[config.mk]
export PLATFORM = sky130hd
export DESIGN_NAME = clock_mode_ctrl
export DESIGN_NICKNAME = d
export VERILOG_FILES = /design/src/rtl/clock_mode_ctrl.sv
export SDC_FILE = /design/constraint.sdc
export NUM_CORES = 1
export LEC_CHECK = 0
export BUFFER_PORTS_ARGS = -buffer_cell sky130_fd_sc_hd__buf_2
export CORE_MARGIN = 3
export CORE_UTILIZATION = 55
export CTS_CLUSTER_DIAMETER = 30
export CTS_CLUSTER_SIZE = 8
export DETAILED_ROUTE_END_ITERATION = 10
export PLACE_DENSITY = 0.81
export SKIP_LAST_GASP = 1
export SLEW_MARGIN = 20
export SYNTH_ARGS = -nofsm -noshare
export SYNTH_HDL_FRONTEND = slang
export SYNTH_SLANG_ARGS = --single-unit
[constraint.sdc]
create_clock -name pCLK -period 3.4 [get_ports pCLK]
set_clock_uncertainty 0.2 [all_clocks]
set_input_delay 0 -clock pCLK [delete_from_list [all_inputs] [get_ports pCLK]]
set_output_delay 0 -clock pCLK [all_outputs]
set_load 0.005 [all_outputs]
[src/rtl/clock_mode_ctrl.sv]
// clock_mode_ctrl: HH:MM:SS time-keeping and time-setting controller.
// Divides pCLK to a 1 Hz tick, keeps BCD hours/minutes and binary seconds,
// and lets two debounced buttons step through RUN / SET_HR / SET_MIN.
// Optional macro CLOCK_CTRL_AUTOREPEAT_EN: holding inc in a set mode
// auto-repeats increments (first after 50*DEB_CYCLES, then every 20*DEB_CYCLES).
module clock_mode_ctrl #(
  parameter int TICK_DIV   = 50_000_000,
  parameter int DEB_CYCLES = 500_000,
  parameter int BLINK_DIV  = 25_000_000
) (
  input  logic       pCLK,
  input  logic       nRST,
  input  logic       btn_mode,
  input  logic       btn_inc,
  output logic [7:0] hr_bcd,
  output logic [7:0] min_bcd,
  output logic [5:0] sec,
  output logic [1:0] mode,
  output logic [3:0] blank,
  output logic       sec_tick
);

  localparam int PRE_W = $clog2(TICK_DIV);
  localparam int DEB_W = $clog2(DEB_CYCLES);
  localparam int BLK_W = $clog2(BLINK_DIV);

  typedef enum logic [1:0] {
    ST_RUN     = 2'b00,
    ST_SET_HR  = 2'b01,
    ST_SET_MIN = 2'b10,
    ST_BAD     = 2'b11
  } state_t;

  // Index 0 is the mode button, index 1 the increment button.
  logic [1:0]            sync1_q, sync2_q;
  logic [1:0]            deb_q, deb_d, deb_prev_q;
  logic [1:0][DEB_W-1:0] deb_cnt_q, deb_cnt_d;
  logic [1:0]            press;
  logic                  mode_press, inc_press, set_mode, rep_pulse;

  state_t                state_q, state_d;
  logic [PRE_W-1:0]      pre_q, pre_d;
  logic [5:0]            sec_q, sec_d;
  logic [7:0]            min_q, min_d, hr_q, hr_d;
  logic                  tick_q, tick_d;
  logic [BLK_W-1:0]      blk_cnt_q, blk_cnt_d;
  logic                  phase_q, phase_d;
  logic [3:0]            blank_q, blank_d;

  // Next BCD minute value, 59 wraps to 00.
  function automatic logic [7:0] min_inc(input logic [7:0] v);
    if (v[3:0] == 4'd9) begin
      if (v[7:4] == 4'd5) return 8'h00;
      return {v[7:4] + 4'd1, 4'd0};
    end
    return {v[7:4], v[3:0] + 4'd1};
  endfunction

  // Next BCD hour value, 23 wraps to 00.
  function automatic logic [7:0] hr_inc(input logic [7:0] v);
    if (v == 8'h23) return 8'h00;
    if (v[3:0] == 4'd9) return {v[7:4] + 4'd1, 4'd0};
    return {v[7:4], v[3:0] + 4'd1};
  endfunction

  // Debounce: accept a new level only after DEB_CYCLES consecutive differing samples.
  always_comb begin
    for (int i = 0; i < 2; i++) begin
      deb_d[i]     = deb_q[i];
      deb_cnt_d[i] = '0;
      if (sync2_q[i] != deb_q[i]) begin
        if (deb_cnt_q[i] == DEB_W'(DEB_CYCLES - 1)) deb_d[i] = sync2_q[i];
        else deb_cnt_d[i] = deb_cnt_q[i] + DEB_W'(1);
      end
    end
  end

  assign press      = deb_q & ~deb_prev_q;
  assign mode_press = press[0];
  assign set_mode   = (state_q == ST_SET_HR) || (state_q == ST_SET_MIN);
  assign inc_press  = press[1] | rep_pulse;

`ifdef CLOCK_CTRL_AUTOREPEAT_EN
  localparam int REP_FIRST = 50 * DEB_CYCLES;
  localparam int REP_NEXT  = 20 * DEB_CYCLES;
  localparam int REP_W     = $clog2(REP_FIRST + 1);

  logic [REP_W-1:0] rep_cnt_q, rep_cnt_d, rep_limit;
  logic             rep_first_q, rep_first_d;

  // Hold timer: zero means idle; it restarts on each real press and each repeat.
  always_comb begin
    rep_cnt_d   = '0;
    rep_first_d = rep_first_q;
    rep_pulse   = 1'b0;
    rep_limit   = rep_first_q ? REP_W'(REP_FIRST) : REP_W'(REP_NEXT);
    if (set_mode && deb_q[1] && !mode_press) begin
      if (press[1]) begin
        rep_cnt_d   = REP_W'(1);
        rep_first_d = 1'b1;
      end else if (rep_cnt_q != '0) begin
        if (rep_cnt_q == rep_limit) begin
          rep_pulse   = 1'b1;
          rep_cnt_d   = REP_W'(1);
          rep_first_d = 1'b0;
        end else begin
          rep_cnt_d = rep_cnt_q + REP_W'(1);
        end
      end
    end
  end

  // Auto-repeat timer registers.
  always_ff @(posedge pCLK or negedge nRST) begin
    if (!nRST) begin
      rep_cnt_q   <= '0;
      rep_first_q <= 1'b0;
    end else begin
      rep_cnt_q   <= rep_cnt_d;
      rep_first_q <= rep_first_d;
    end
  end
`else
  assign rep_pulse = 1'b0;
`endif

  // Mode FSM, prescaler, time counters and blink; mode press always beats inc.
  always_comb begin
    state_d   = state_q;
    pre_d     = pre_q;
    sec_d     = sec_q;
    min_d     = min_q;
    hr_d      = hr_q;
    tick_d    = 1'b0;
    blk_cnt_d = blk_cnt_q;
    phase_d   = phase_q;
    blank_d   = 4'b0000;
    case (state_q)
      ST_RUN: begin
        if (pre_q == PRE_W'(TICK_DIV - 1)) begin
          pre_d  = '0;
          tick_d = 1'b1;
          if (sec_q == 6'd59) begin
            sec_d = 6'd0;
            if (min_q == 8'h59) begin
              min_d = 8'h00;
              hr_d  = hr_inc(hr_q);
            end else begin
              min_d = min_inc(min_q);
            end
          end else begin
            sec_d = sec_q + 6'd1;
          end
        end else begin
          pre_d = pre_q + PRE_W'(1);
        end
        if (mode_press) state_d = ST_SET_HR;
      end
      ST_SET_HR: begin
        if (mode_press) state_d = ST_SET_MIN;
        else if (inc_press) hr_d = hr_inc(hr_q);
      end
      ST_SET_MIN: begin
        if (mode_press) begin
          state_d = ST_RUN;
          sec_d   = 6'd0;
          pre_d   = '0;
        end else if (inc_press) begin
          min_d = min_inc(min_q);
        end
      end
      default: state_d = ST_RUN;
    endcase
    if (state_d != state_q) begin
      blk_cnt_d = '0;
      phase_d   = 1'b0;
    end else if (blk_cnt_q == BLK_W'(BLINK_DIV - 1)) begin
      blk_cnt_d = '0;
      phase_d   = ~phase_q;
    end else begin
      blk_cnt_d = blk_cnt_q + BLK_W'(1);
    end
    case (state_q)
      ST_SET_HR:  blank_d = {phase_q, phase_q, 2'b00};
      ST_SET_MIN: blank_d = {2'b00, phase_q, phase_q};
      default:    blank_d = 4'b0000;
    endcase
  end

  // All state registers; asynchronous active-low reset.
  always_ff @(posedge pCLK or negedge nRST) begin
    if (!nRST) begin
      sync1_q    <= '0;
      sync2_q    <= '0;
      deb_q      <= '0;
      deb_prev_q <= '0;
      deb_cnt_q  <= '0;
      state_q    <= ST_RUN;
      pre_q      <= '0;
      sec_q      <= '0;
      min_q      <= '0;
      hr_q       <= '0;
      tick_q     <= 1'b0;
      blk_cnt_q  <= '0;
      phase_q    <= 1'b0;
      blank_q    <= '0;
    end else begin
      sync1_q    <= {btn_inc, btn_mode};
      sync2_q    <= sync1_q;
      deb_q      <= deb_d;
      deb_prev_q <= deb_q;
      deb_cnt_q  <= deb_cnt_d;
      state_q    <= state_d;
      pre_q      <= pre_d;
      sec_q      <= sec_d;
      min_q      <= min_d;
      hr_q       <= hr_d;
      tick_q     <= tick_d;
      blk_cnt_q  <= blk_cnt_d;
      phase_q    <= phase_d;
      blank_q    <= blank_d;
    end
  end

  assign hr_bcd   = hr_q;
  assign min_bcd  = min_q;
  assign sec      = sec_q;
  assign mode     = state_q;
  assign blank    = blank_q;
  assign sec_tick = tick_q;

endmodule
==> impl_metrics.py <==
metrics = {
    "run_status": {
        "status": "completed",
    },
    "logic_synthesis": {
        "yosysSeqAreaShare_pct": 48.2,
        "yosys_warnings": 0,
        "syn_avg_cell_area_um2": 9.63,
        "netlist_area_um2": 6490,
        "syn_nets": 695,
        "synthArstFlopShare_pct": 100,
        "synth_cells": 674,
        "synth_ff_type": "dfrtp_1",
        "synth.distinct_cells": 56,
        "synth-edff-count": 0,
        "synth-seq-cells": 125,
    },
    "die": {
        "die_w_um": 115,
        "die_y_um": 115,
        "start_util_pct": 56.6,
        "dieArea_um2": 13100,
        "num_rows": 39,
        "core_area_um2": 11500,
        "io_pins": 33,
    },
    "detailed_routing": {
        "postRouteAntennaNets": 0,
        "drt-initial-drc-count": 522,
        "drt-pass1-iter-count": 5,
        "vias_per_cell": 5.91,
        "drc": 0,
        "wl_per_cell_um": 15.3,
        "wl_um": 13300,
        "vias": 5129,
    },
    "cts": {
        "ctsLongestPathBuffers": 2,
        "cts_resized": 0,
        "clk_pin_slew_ns": 0.05,
        "h-tree-depth": 4,
        "clock_latency_ns": 0.42,
        "hold_buffers": 3,
        "numCtsBuffers": 17,
        "cts_setup_buffers": 0,
        "cts-root-buf": "clkbuf_16",
        "cts.sinks": 125,
        "cts_tree": "yes",
    },
    "finish": {
        "layoutNonFillerInstCount": 868,
        "fin_nets": 733,
        "layout_commonest_cell": "dfrtp_1",
        "syn_to_final_growth_pct": 14.9,
        "diodes": 0,
        "nFillCells": 841,
        "drive_above_1_share_pct": 12.7,
        "fin_area_um2": 7460,
        "layout_common_cells": "125 x dfrtp_1, 114 x nor2_1, 46 x xnor2_1",
    },
    "worst_setup_path": {
        "worst_setup_path_end_kind": "register",
        "worst_setup_path_start_kind": "register",
        "crit_path_max_fanout": 17,
        "cp_data_arrival_time_ns": 2.96,
        "reg2regPathDepth": 8,
        "path_class": "register to register",
        "cp.required_ns": 3.53,
    },
    "global_route": {
        "overflow": 0,
        "antenna_found_initial": 0,
        "grt_pass1_vias": 5078,
        "track_usage_pct": 21.9,
        "grt_pass1_wl_um": 23100,
        "grt_max_degree": 87,
    },
    "power_and_ir_drop": {
        "vdd_drop_max_v": 0.000318,
        "p_leak_nw": 3.29,
        "power_density_nw_per_um2": 465,
    },
    "placement": {
        "dp_cells": 833,
        "dpl-instance-area_um2": 6790,
        "dp_hpwl_um": 8850,
        "routabilityCongestion": 0.873,
        "port_buffers": 32,
    },
    "sta": {
        "max_freq_mhz": 354,
        "rsz0062_at_grt": "false",
        "worst_pin_slew_ns": 0.840,
        "finalHoldViolations": 0,
        "fin_tns_setup_ns": 0,
        "slew_headroom_pct": 43.7,
        "fin_crit_sh_pct": 83.1,
        "setup_viol": 0,
        "min_period_ns": 2.82,
        "slew_viol_final": 0,
    },
    "worst_hold_path": {
        "min_path_type": "input pin to asynchronous set/reset pin",
    },
    "flow_run": {
        "maxCapViolCount": 0,
    },
}
report_power, final:
part           leakage [nW]  switching, mW  internal [mW]
Clock                 0.307          0.615           1.29
Sequential             1.70        0.00718           1.50
Combinational          1.28         0.0411         0.0127
Total                  3.29          0.663           2.80
path summary, 6_finish.rpt:
| kind | start | endpoint | slack, ns |
|---|---|---|---|
| max | mode[0] | pre_q[24] | 0.58 |
| min | nRST | min_bcd[4] | 0.007 |
| max reg2reg | mode[0] | pre_q[24] | 0.58 |
| min reg2reg | sync1_q[0] | sync2_q[0] | 0.16 |
| max in group asynchronous | nRST | sync2_q[0] | 2.16 |
| min in group pCLK | btn_mode | sync1_q[0] | 0.02 |
cell type report:
class	count	area [µm²]	share of cell area (%)
clock buffers	28	537	7.20
clock inverters	4	97.6	1.31
inverters	34	128	1.71
multi-input cells	493	3150	42.2
flip-flops and latches	125	3130	42.0
well taps	143	179	2.40
repair buffers	41	241	3.24
flip-flops by register name (all words and copies together), names as in the netlist:
name        count
deb_cnt_q      38
pre_q          26
blk_cnt_q      25
hr_bcd          8
min_bcd         8
sec             6
blank           2
deb_prev_q      2
deb_q           2
mode            2
sync1_q         2
sync2_q         2
phase_q         1
sec_tick        1
metrics by stage:
step	hold slack (ns)	setup slack, ns	util, %	total power, mW
detailed placement	-0.0907	0.626	59.2	1.58
global placement	-0.0915	0.698	59.2	1.58
CTS	0.00163	0.587	65.0	3.50
finish	0.00675	0.576	65.0	3.46
floorplan	-0.496	0.827	-	1.55
global route	0.0319	0.270	65.0	3.58
cell usage after synthesis (4+ instances only):
| master | number | area [µm²] |
|---|---|---|
| mux2_2 | 12 | 135 |
| inv_1 | 34 | 128 |
| dfrtp_1 | 125 | 3130 |
| nand2b_1 | 11 | 68.8 |
| a21oi_1 | 16 | 80.1 |
| xor2_1 | 31 | 272 |
| or2_2 | 6 | 37.5 |
| and4_1 | 5 | 43.8 |
| o21ai_0 | 11 | 55.1 |
| nand2_1 | 39 | 146 |
| a211oi_1 | 4 | 30.0 |
| ha_1 | 17 | 213 |
| nor3_1 | 17 | 85.1 |
| nor2_1 | 114 | 428 |
| clkbuf_1 | 15 | 56.3 |
| and3_1 | 13 | 81.3 |
| nor4_1 | 17 | 106 |
| or4_1 | 4 | 30.0 |
| nand4_1 | 22 | 138 |
| o22ai_1 | 5 | 31.3 |
| nand3b_1 | 4 | 30.0 |
| nand3_1 | 39 | 195 |
| xnor2_1 | 46 | 403 |
| nor2b_1 | 7 | 43.8 |
| or3_1 | 6 | 37.5 |
cells by family after synthesis:
logic type,count (synthesis),share of synthesized area (%)
AO/OA/AOI/OAI,63,6.79
buffers and inverters,56,3.41
multiplexers,14,2.39
flip-flops,125,48.2
AND/OR/NAND/NOR,322,25.5
adder cells (fa/ha/maj),17,3.28
XOR/XNOR,77,10.4
critical path: stages, from the launching register on:
cell	delay (ns)
dfrtp_1	0.43
inv_1	0.13
ha_1	0.50
nand3b_1	0.21
a211oi_1	0.26
buf_4	0.18
nand3_1	0.15
or4_1	0.51
a21oi_1	0.16
metal layers:
metal	up-vias	track usage (%)	part of all wire [%]
li1	2417	-	-
met1	2508	26.8	43
met2	167	36.6	50
met3	37	5.39	4.5
met4	0	9.74	2.9
met5	-	0	0
(Power assumes the default switching activity.)
